--- config.mk ---
export PLATFORM = sky130hd
export DESIGN_NAME = multi_cycle_cpu
export DESIGN_NICKNAME = d
export VERILOG_FILES = /design/src/rtl/mc_cpu_pkg.sv /design/src/rtl/mc_regfile.sv /design/src/rtl/multi_cycle_cpu.sv
export SDC_FILE = /design/constraint.sdc
export NUM_CORES = 2
export LEC_CHECK = 0
export ABC_AREA = 1
export BUFFER_PORTS_ARGS = -buffer_cell sky130_fd_sc_hd__buf_2
export CELL_PAD_IN_SITES_DETAIL_PLACEMENT = 1
export CELL_PAD_IN_SITES_GLOBAL_PLACEMENT = 2
export CORE_MARGIN = 3
export CORE_UTILIZATION = 30
export CTS_BUF_LIST = sky130_fd_sc_hd__clkbuf_8
export DETAILED_ROUTE_END_ITERATION = 7
export PLACE_DENSITY = 0.67
export SETUP_SLACK_MARGIN = 0.1
export SYNTH_ARGS = -nofsm -noshare
export SYNTH_HDL_FRONTEND = slang
export SYNTH_SLANG_ARGS = --single-unit
--- constraint.sdc ---
create_clock -name clk -period 7.59 [get_ports clk]
set_input_delay 0 -clock clk [delete_from_list [all_inputs] [get_ports clk]]
set_output_delay 0 -clock clk [all_outputs]
set_load 0.05 [all_outputs]
--- src/rtl/mc_cpu_pkg.sv ---
// Shared definitions for the multi-cycle MIPS-subset core: ISA encodings, FSM states,
// ALU operations and the instruction legality/decoding helpers.
package mc_cpu_pkg;

    localparam int NUM_REGS = 32;
    localparam int REG_AW   = 5;

    localparam logic [5:0] OP_RTYPE = 6'h00;
    localparam logic [5:0] OP_J     = 6'h02;
    localparam logic [5:0] OP_BEQ   = 6'h04;
    localparam logic [5:0] OP_ADDI  = 6'h08;
    localparam logic [5:0] OP_LW    = 6'h23;
    localparam logic [5:0] OP_SW    = 6'h2B;

    localparam logic [5:0] FN_ADD = 6'h20;
    localparam logic [5:0] FN_SUB = 6'h22;
    localparam logic [5:0] FN_AND = 6'h24;
    localparam logic [5:0] FN_OR  = 6'h25;
    localparam logic [5:0] FN_SLT = 6'h2A;

    localparam logic [31:0] HALT_INSN = 32'hFFFF_FFFF;

    typedef enum logic [2:0] {
        S_FETCH,
        S_DECODE,
        S_EXEC,
        S_MEM,
        S_ALUWB,
        S_MEMWB,
        S_HALT
    } state_t;

    typedef enum logic [2:0] {
        ALU_ADD,
        ALU_SUB,
        ALU_AND,
        ALU_OR,
        ALU_SLT
    } alu_op_t;

    // HALT_INSN carries opcode 0x3F, so it falls out as illegal along with every unlisted encoding.
    function automatic logic insn_legal(input logic [31:0] insn);
        logic [5:0] op;
        logic [5:0] fn;
        op = insn[31:26];
        fn = insn[5:0];
        if (insn == HALT_INSN) begin
            return 1'b0;
        end
        case (op)
            OP_RTYPE: return (fn == FN_ADD) || (fn == FN_SUB) || (fn == FN_AND) ||
                             (fn == FN_OR)  || (fn == FN_SLT);
            OP_J, OP_BEQ, OP_ADDI, OP_LW, OP_SW: return 1'b1;
            default: return 1'b0;
        endcase
    endfunction

    function automatic alu_op_t alu_op_for(input logic [31:0] insn);
        if (insn[31:26] != OP_RTYPE) begin
            return ALU_ADD;
        end
        case (insn[5:0])
            FN_SUB:  return ALU_SUB;
            FN_AND:  return ALU_AND;
            FN_OR:   return ALU_OR;
            FN_SLT:  return ALU_SLT;
            default: return ALU_ADD;
        endcase
    endfunction

endpackage

--- src/rtl/mc_regfile.sv ---
// 32-entry register file: two asynchronous read ports, one synchronous write port, $0 hardwired to zero.
module mc_regfile
    import mc_cpu_pkg::*;
#(
    parameter int XLEN = 32
) (
    input  logic              clk,
    input  logic              reset,
    input  logic [REG_AW-1:0] ra,
    input  logic [REG_AW-1:0] rb,
    output logic [XLEN-1:0]   rdata_a,
    output logic [XLEN-1:0]   rdata_b,
    input  logic              we,
    input  logic [REG_AW-1:0] waddr,
    input  logic [XLEN-1:0]   wdata
);

    logic [XLEN-1:0] regs [NUM_REGS];

    always_ff @(posedge clk) begin
        if (reset) begin
            for (int i = 0; i < NUM_REGS; i++) begin
                regs[i] <= '0;
            end
        end else if (we && (waddr != '0)) begin
            regs[waddr] <= wdata;
        end
    end

    assign rdata_a = (ra == '0) ? '0 : regs[ra];
    assign rdata_b = (rb == '0) ? '0 : regs[rb];

endmodule

--- src/rtl/multi_cycle_cpu.sv ---
// Multi-cycle MIPS-subset core: one shared datapath sequenced FETCH/DECODE/EXEC/MEM/WB
// over a single req/ready memory port that tolerates wait states.
module multi_cycle_cpu
    import mc_cpu_pkg::*;
#(
    parameter int              XLEN     = 32,
    parameter int              AW       = 32,
    parameter logic [XLEN-1:0] RESET_PC = '0
) (
    input  logic            clk,
    input  logic            reset,
    output logic            mem_req,
    output logic            mem_we,
    output logic [AW-1:0]   mem_addr,
    output logic [XLEN-1:0] mem_wdata,
    input  logic [XLEN-1:0] mem_rdata,
    input  logic            mem_ready,
    output logic            retire,
    output logic [XLEN-1:0] pc_dbg,
    output logic            halted
);

    // Keeps every PC computation inside the AW-bit byte address space.
    localparam logic [XLEN-1:0] AW_MASK = {XLEN{1'b1}} >> (XLEN - AW);

    state_t state;

    logic [31:0]     ir;
    logic [XLEN-1:0] pc;
    logic [XLEN-1:0] a_val;
    logic [XLEN-1:0] b_val;
    logic [XLEN-1:0] t_val;
    logic [XLEN-1:0] y_val;
    logic [XLEN-1:0] mdr;

    logic [5:0]             opcode;
    logic [REG_AW-1:0]      rs;
    logic [REG_AW-1:0]      rt;
    logic [REG_AW-1:0]      rd;
    logic signed [XLEN-1:0] imm_sext;

    logic [XLEN-1:0] rs_data;
    logic [XLEN-1:0] rt_data;
    logic [XLEN-1:0] pc_plus4;
    logic [XLEN-1:0] br_target;
    logic [XLEN-1:0] jump_target;
    logic [XLEN-1:0] alu_b;
    logic [XLEN-1:0] alu_y;
    logic [XLEN-1:0] addr_sum;

    logic              rf_we;
    logic [REG_AW-1:0] rf_waddr;
    logic [XLEN-1:0]   rf_wdata;

    function automatic logic [XLEN-1:0] alu(input alu_op_t op,
                                            input logic signed [XLEN-1:0] x,
                                            input logic signed [XLEN-1:0] y);
        case (op)
            ALU_SUB: return x - y;
            ALU_AND: return x & y;
            ALU_OR:  return x | y;
            ALU_SLT: return (x < y) ? XLEN'(1) : '0;
            default: return x + y;
        endcase
    endfunction

    assign opcode   = ir[31:26];
    assign rs       = ir[25:21];
    assign rt       = ir[20:16];
    assign rd       = ir[15:11];
    assign imm_sext = {{(XLEN-16){ir[15]}}, ir[15:0]};

    // pc already holds PC+4 once FETCH completes, so the branch base is implicit.
    assign pc_plus4    = (pc + XLEN'(4)) & AW_MASK;
    assign br_target   = (pc + {imm_sext[XLEN-3:0], 2'b00}) & AW_MASK;
    assign jump_target = {pc[XLEN-1:28], ir[25:0], 2'b00} & AW_MASK;
    assign alu_b       = (opcode == OP_ADDI) ? imm_sext : b_val;
    assign alu_y       = alu(alu_op_for(ir), a_val, alu_b);
    assign addr_sum    = a_val + imm_sext;

    assign mem_addr  = (state == S_MEM) ? y_val[AW-1:0] : pc[AW-1:0];
    assign mem_wdata = b_val;
    assign pc_dbg    = pc;

    always_comb begin
        rf_we    = 1'b0;
        rf_waddr = rt;
        rf_wdata = y_val;
        case (state)
            S_ALUWB: begin
                rf_we    = 1'b1;
                rf_waddr = (opcode == OP_RTYPE) ? rd : rt;
            end
            S_MEMWB: begin
                rf_we    = 1'b1;
                rf_wdata = mdr;
            end
            default: ;
        endcase
    end

    mc_regfile #(.XLEN(XLEN)) u_regfile (
        .clk     (clk),
        .reset   (reset),
        .ra      (rs),
        .rb      (rt),
        .rdata_a (rs_data),
        .rdata_b (rt_data),
        .we      (rf_we),
        .waddr   (rf_waddr),
        .wdata   (rf_wdata)
    );

    // mem_req is raised on the edge entering FETCH/MEM and dropped on the transfer edge,
    // so address/data are held by the unchanging pc/y_val/b_val while waiting.
    always_ff @(posedge clk) begin
        if (reset) begin
            state   <= S_FETCH;
            pc      <= RESET_PC & AW_MASK;
            mem_req <= 1'b0;
            mem_we  <= 1'b0;
            retire  <= 1'b0;
            halted  <= 1'b0;
        end else begin
            retire <= 1'b0;
            case (state)
                S_FETCH: begin
                    if (!mem_req) begin
                        mem_req <= 1'b1;
                    end else if (mem_ready) begin
                        ir      <= mem_rdata[31:0];
                        pc      <= pc_plus4;
                        mem_req <= 1'b0;
                        state   <= S_DECODE;
                    end
                end
                S_DECODE: begin
                    a_val <= rs_data;
                    b_val <= rt_data;
                    t_val <= br_target;
                    if (!insn_legal(ir)) begin
                        halted <= 1'b1;
                        state  <= S_HALT;
                    end else if (opcode == OP_J) begin
                        pc      <= jump_target;
                        retire  <= 1'b1;
                        mem_req <= 1'b1;
                        state   <= S_FETCH;
                    end else begin
                        state <= S_EXEC;
                    end
                end
                S_EXEC: begin
                    case (opcode)
                        OP_RTYPE, OP_ADDI: begin
                            y_val <= alu_y;
                            state <= S_ALUWB;
                        end
                        OP_LW, OP_SW: begin
                            y_val <= addr_sum;
                            if (addr_sum[1:0] != 2'b00) begin
                                halted <= 1'b1;
                                state  <= S_HALT;
                            end else begin
                                mem_req <= 1'b1;
                                mem_we  <= (opcode == OP_SW);
                                state   <= S_MEM;
                            end
                        end
                        OP_BEQ: begin
                            if (a_val == b_val) begin
                                pc <= t_val;
                            end
                            retire  <= 1'b1;
                            mem_req <= 1'b1;
                            state   <= S_FETCH;
                        end
                        default: begin
                            halted <= 1'b1;
                            state  <= S_HALT;
                        end
                    endcase
                end
                S_MEM: begin
                    if (mem_ready) begin
                        mem_we <= 1'b0;
                        if (mem_we) begin
                            retire  <= 1'b1;
                            mem_req <= 1'b1;
                            state   <= S_FETCH;
                        end else begin
                            mdr     <= mem_rdata;
                            mem_req <= 1'b0;
                            state   <= S_MEMWB;
                        end
                    end
                end
                S_ALUWB, S_MEMWB: begin
                    retire  <= 1'b1;
                    mem_req <= 1'b1;
                    state   <= S_FETCH;
                end
                default: begin
                    mem_req <= 1'b0;
                    mem_we  <= 1'b0;
                    halted  <= 1'b1;
                    state   <= S_HALT;
                end
            endcase
        end
    end

endmodule

==> impl_metrics.ini <==
[synth]
synth_cells = 9256
ys_seq_area_frac = 0.5018
synth_xor_xnor_area_share = 0.01084
ys_types = 53
synth.area.mux_share = 0.004041
synth_top_family_by_area = simple AND/OR/NAND/NOR gates
synth_edf_count = 1216
yosysTopAreaCell = edfxtp_1
synth_top_cell_area_share = 0.4913
synth_area_um2 = 74320
synthArstFlopShare = 0
netlist_top_cells_area = edfxtp_1, o21ai_0, nor2_1
yosys_most_used_dff = edfxtp_1
postSynthAreaPerCell_um2 = 8.029
synthAdderAreaFrac = 0.02768
synth-compound-area-share = 0.1753
synthSimpleGateAreaFrac = 0.2081
ys_warn_count = 0
synth_seq_cells = 1255

[clocking]
h-tree-depth = 4
clockBufferDepth = 3
cts_tree = built
cts_setup_buffers = 0
clkLatencyLatePin_ps = 1060
clock_sinks = 1255
cts.clk_slew.worst_paths_ps = 80
cts-root-buf = clkbuf_8
cts_made_buffers = 228

[status]
outcome = finished clean

[timing]
setup_slack_ps = 2377
rsz0062_at_grt = no
final_hold_viol_count = 0
worst_slew_pin_slew_ps = 1334
finalCriticalPeriod_ps = 5213
fmax_ghz = 0.1918
maxSlewHeadroom = 0.1066
finalSetupTns_ps = 0
finalCritPeriodShare = 0.6868
skew_ps = 72.63
setup_violations = 0
drv_slew = 0

[global_route]
grt_overflow_total = 0
grt_max_degree = 157
grt_pass1_vias = 72430
grt_antenna_before_repair = 20
grt_first_pass_wirelength_mm = 541.9
track_usage = 0.2949

[power_and_ir_drop]
power_density_nw_per_um2 = 243.9
ir_drop_mv = 0.2120
p_leak_uw = 0.03345

[final_layout]
final_cell_mix = nor2_1, o21ai_0, nand2_1, edfxtp_1, inv_1
drive_above_1_share = 0.07561
multiInputGateArea_um2 = 32430
final_common_cell = nor2_1
fillers = 29200
design_area_um2 = 83830
area_growth_pct = 12.80
ff_latch_area_um2 = 37300
fin_nets = 9432

[route]
avgViaCountPerCell = 5.613
wire_per_inst_um = 30.35
first_pass_iters = 6
drt_iter0_drc = 7083
ant_nets = 0
drc = 0
wirelength_mm = 386.6
num_vias = 71490

[critical_path]
cp-start-kind = register
worstPathRequired_ps = 8350
path_class = reg2reg
cp_max_fo = 31
arrival_ps = 5970
cp-end-kind = register

[placement]
hpwl_mm = 244.3
gp_congestion = 0.9239
place_ws_ps = 2437
io_buffers = 134
dpl_cell_area_um2 = 78970

[hold_path]
hp-class = in2reg

[floorplan]
die_y_um = 503.7
core-area_um2 = 246200
dieArea_um2 = 253700
initial_core_util = 0.3019
pin_count = 135
dieWidth_um = 503.7
rows = 182

[run]
maxCapViolCount = 0
per-layer routing:
metal | part of all wire | vias to the layer above | global-route usage
li1 | - | 31440 | -
met1 | 0.42 | 36320 | 0.3891
met2 | 0.45 | 2995 | 0.4722
met3 | 0.067 | 735 | 0.04072
met4 | 0.057 | 4 | 0.1500
met5 | 0.000070 | - | 0
power by group:
part	switching [µW]	internal (µW)
Clock	3260	3010
Combinational	4310	1420
Sequential	399	8050
Total	7970	12500
state kept, by name, summed over array words and instances (netlist names):
register        cells
mem_req             1
halted              1
t_val              32
state               3
retire              1
mdr                32
mem_wdata          32
a_val              32
ir                 32
mem_we              1
u_regfile.regs   1024
pc_dbg             32
y_val              32
synth_stat cells, types with 5 or more instances:
cell type  count
buf_1         43
o31ai_1        7
o22ai_1      117
xnor2_1       34
buf_2         77
or2_2         10
nor4_1         9
clkinv_1       6
inv_1        710
a21o_1         7
o21bai_1      18
o211ai_1     118
a211oi_1      10
a41oi_1       11
o221ai_1      35
xor2_1        58
nand4_1       93
mux2i_1       30
nor2_1      1920
and3_1         7
o21ai_0     1447
inv_2          6
ha_1         158
and2_1         5
nand3_1      329
a21oi_1      586
clkbuf_1     557
nand2_1     1445
edfxtp_1    1216
nor3_1        54
nand3b_1      12
dfxtp_1       39
a31oi_1       26
a221oi_1      16
area by class of cell:
class,count,area share
Antenna cell,7,0.0002090
Clock buffer,228,0.03743
Clock inverter,184,0.01215
Inverter,722,0.03260
Multi-Input combinational cell,6631,0.3868
Sequential cell,1255,0.4449
Tap cell,3312,0.04943
Timing Repair Buffer,397,0.03648
through the flow:
stage          hold slack, ps  total power, µW  instances  utilization
3_3_place_gp            204.1            14140      12250       0.3208
6_report                278.7            20450      12740       0.3405
2_1_floorplan           78.02            11780       9287            -
3_5_place_dp            205.3            14210      12250       0.3208
4_1_cts                 168.2            20540      12730       0.3405
5_1_grt                 227.4            21340      12730       0.3405
cell families after synthesis:
| kind of cell | count (synthesis) |
|---|---|
| buffers and inverters | 1401 |
| AND/OR/NAND/NOR | 3891 |
| flip-flops | 1255 |
| AO/OA/AOI/OAI | 2424 |
| adder cells (fa/ha/maj) | 162 |
| XOR/XNOR | 92 |
| other | 1 |
| multiplexers | 30 |
critical path, cell delays in order (launching register included):
cell      delay [ps]
edfxtp_1         410
nor2_1           260
nand3_1          290
nor2_1           310
buf_4            320
inv_1            540
o21ai_0          600
ha_1             240
inv_1             90
fa_1             490
nand2_1          110
nand2_1           90
nand3_1           80
nand2_1          140
nand2_1          120
nand3_1          210
nand2_1          180
nand3_1           90
nand3_1          100
nand3_1           80
nand2_1           70
nand2_1           50
timing repair:
action | 4_1_cts | 5_1_grt
setup endpoints to repair | 0 | 0
hold buffers | 69 | 0
hold endpoints to repair | 195 | 0
gates resized for setup | 0 | 0
worst paths after layout:
kind | startpoint | endpoint | slack, ps | cells past startpoint
max | ir[30] | y_val[30] | 2380 | 21
min | mem_rdata[13] | mdr[13] | 280 | 3
max reg2reg | ir[30] | y_val[30] | 2380 | 21
min reg2reg | pc_dbg[0] | t_val[0] | 570 | 0
(Power assumes the default switching activity.)
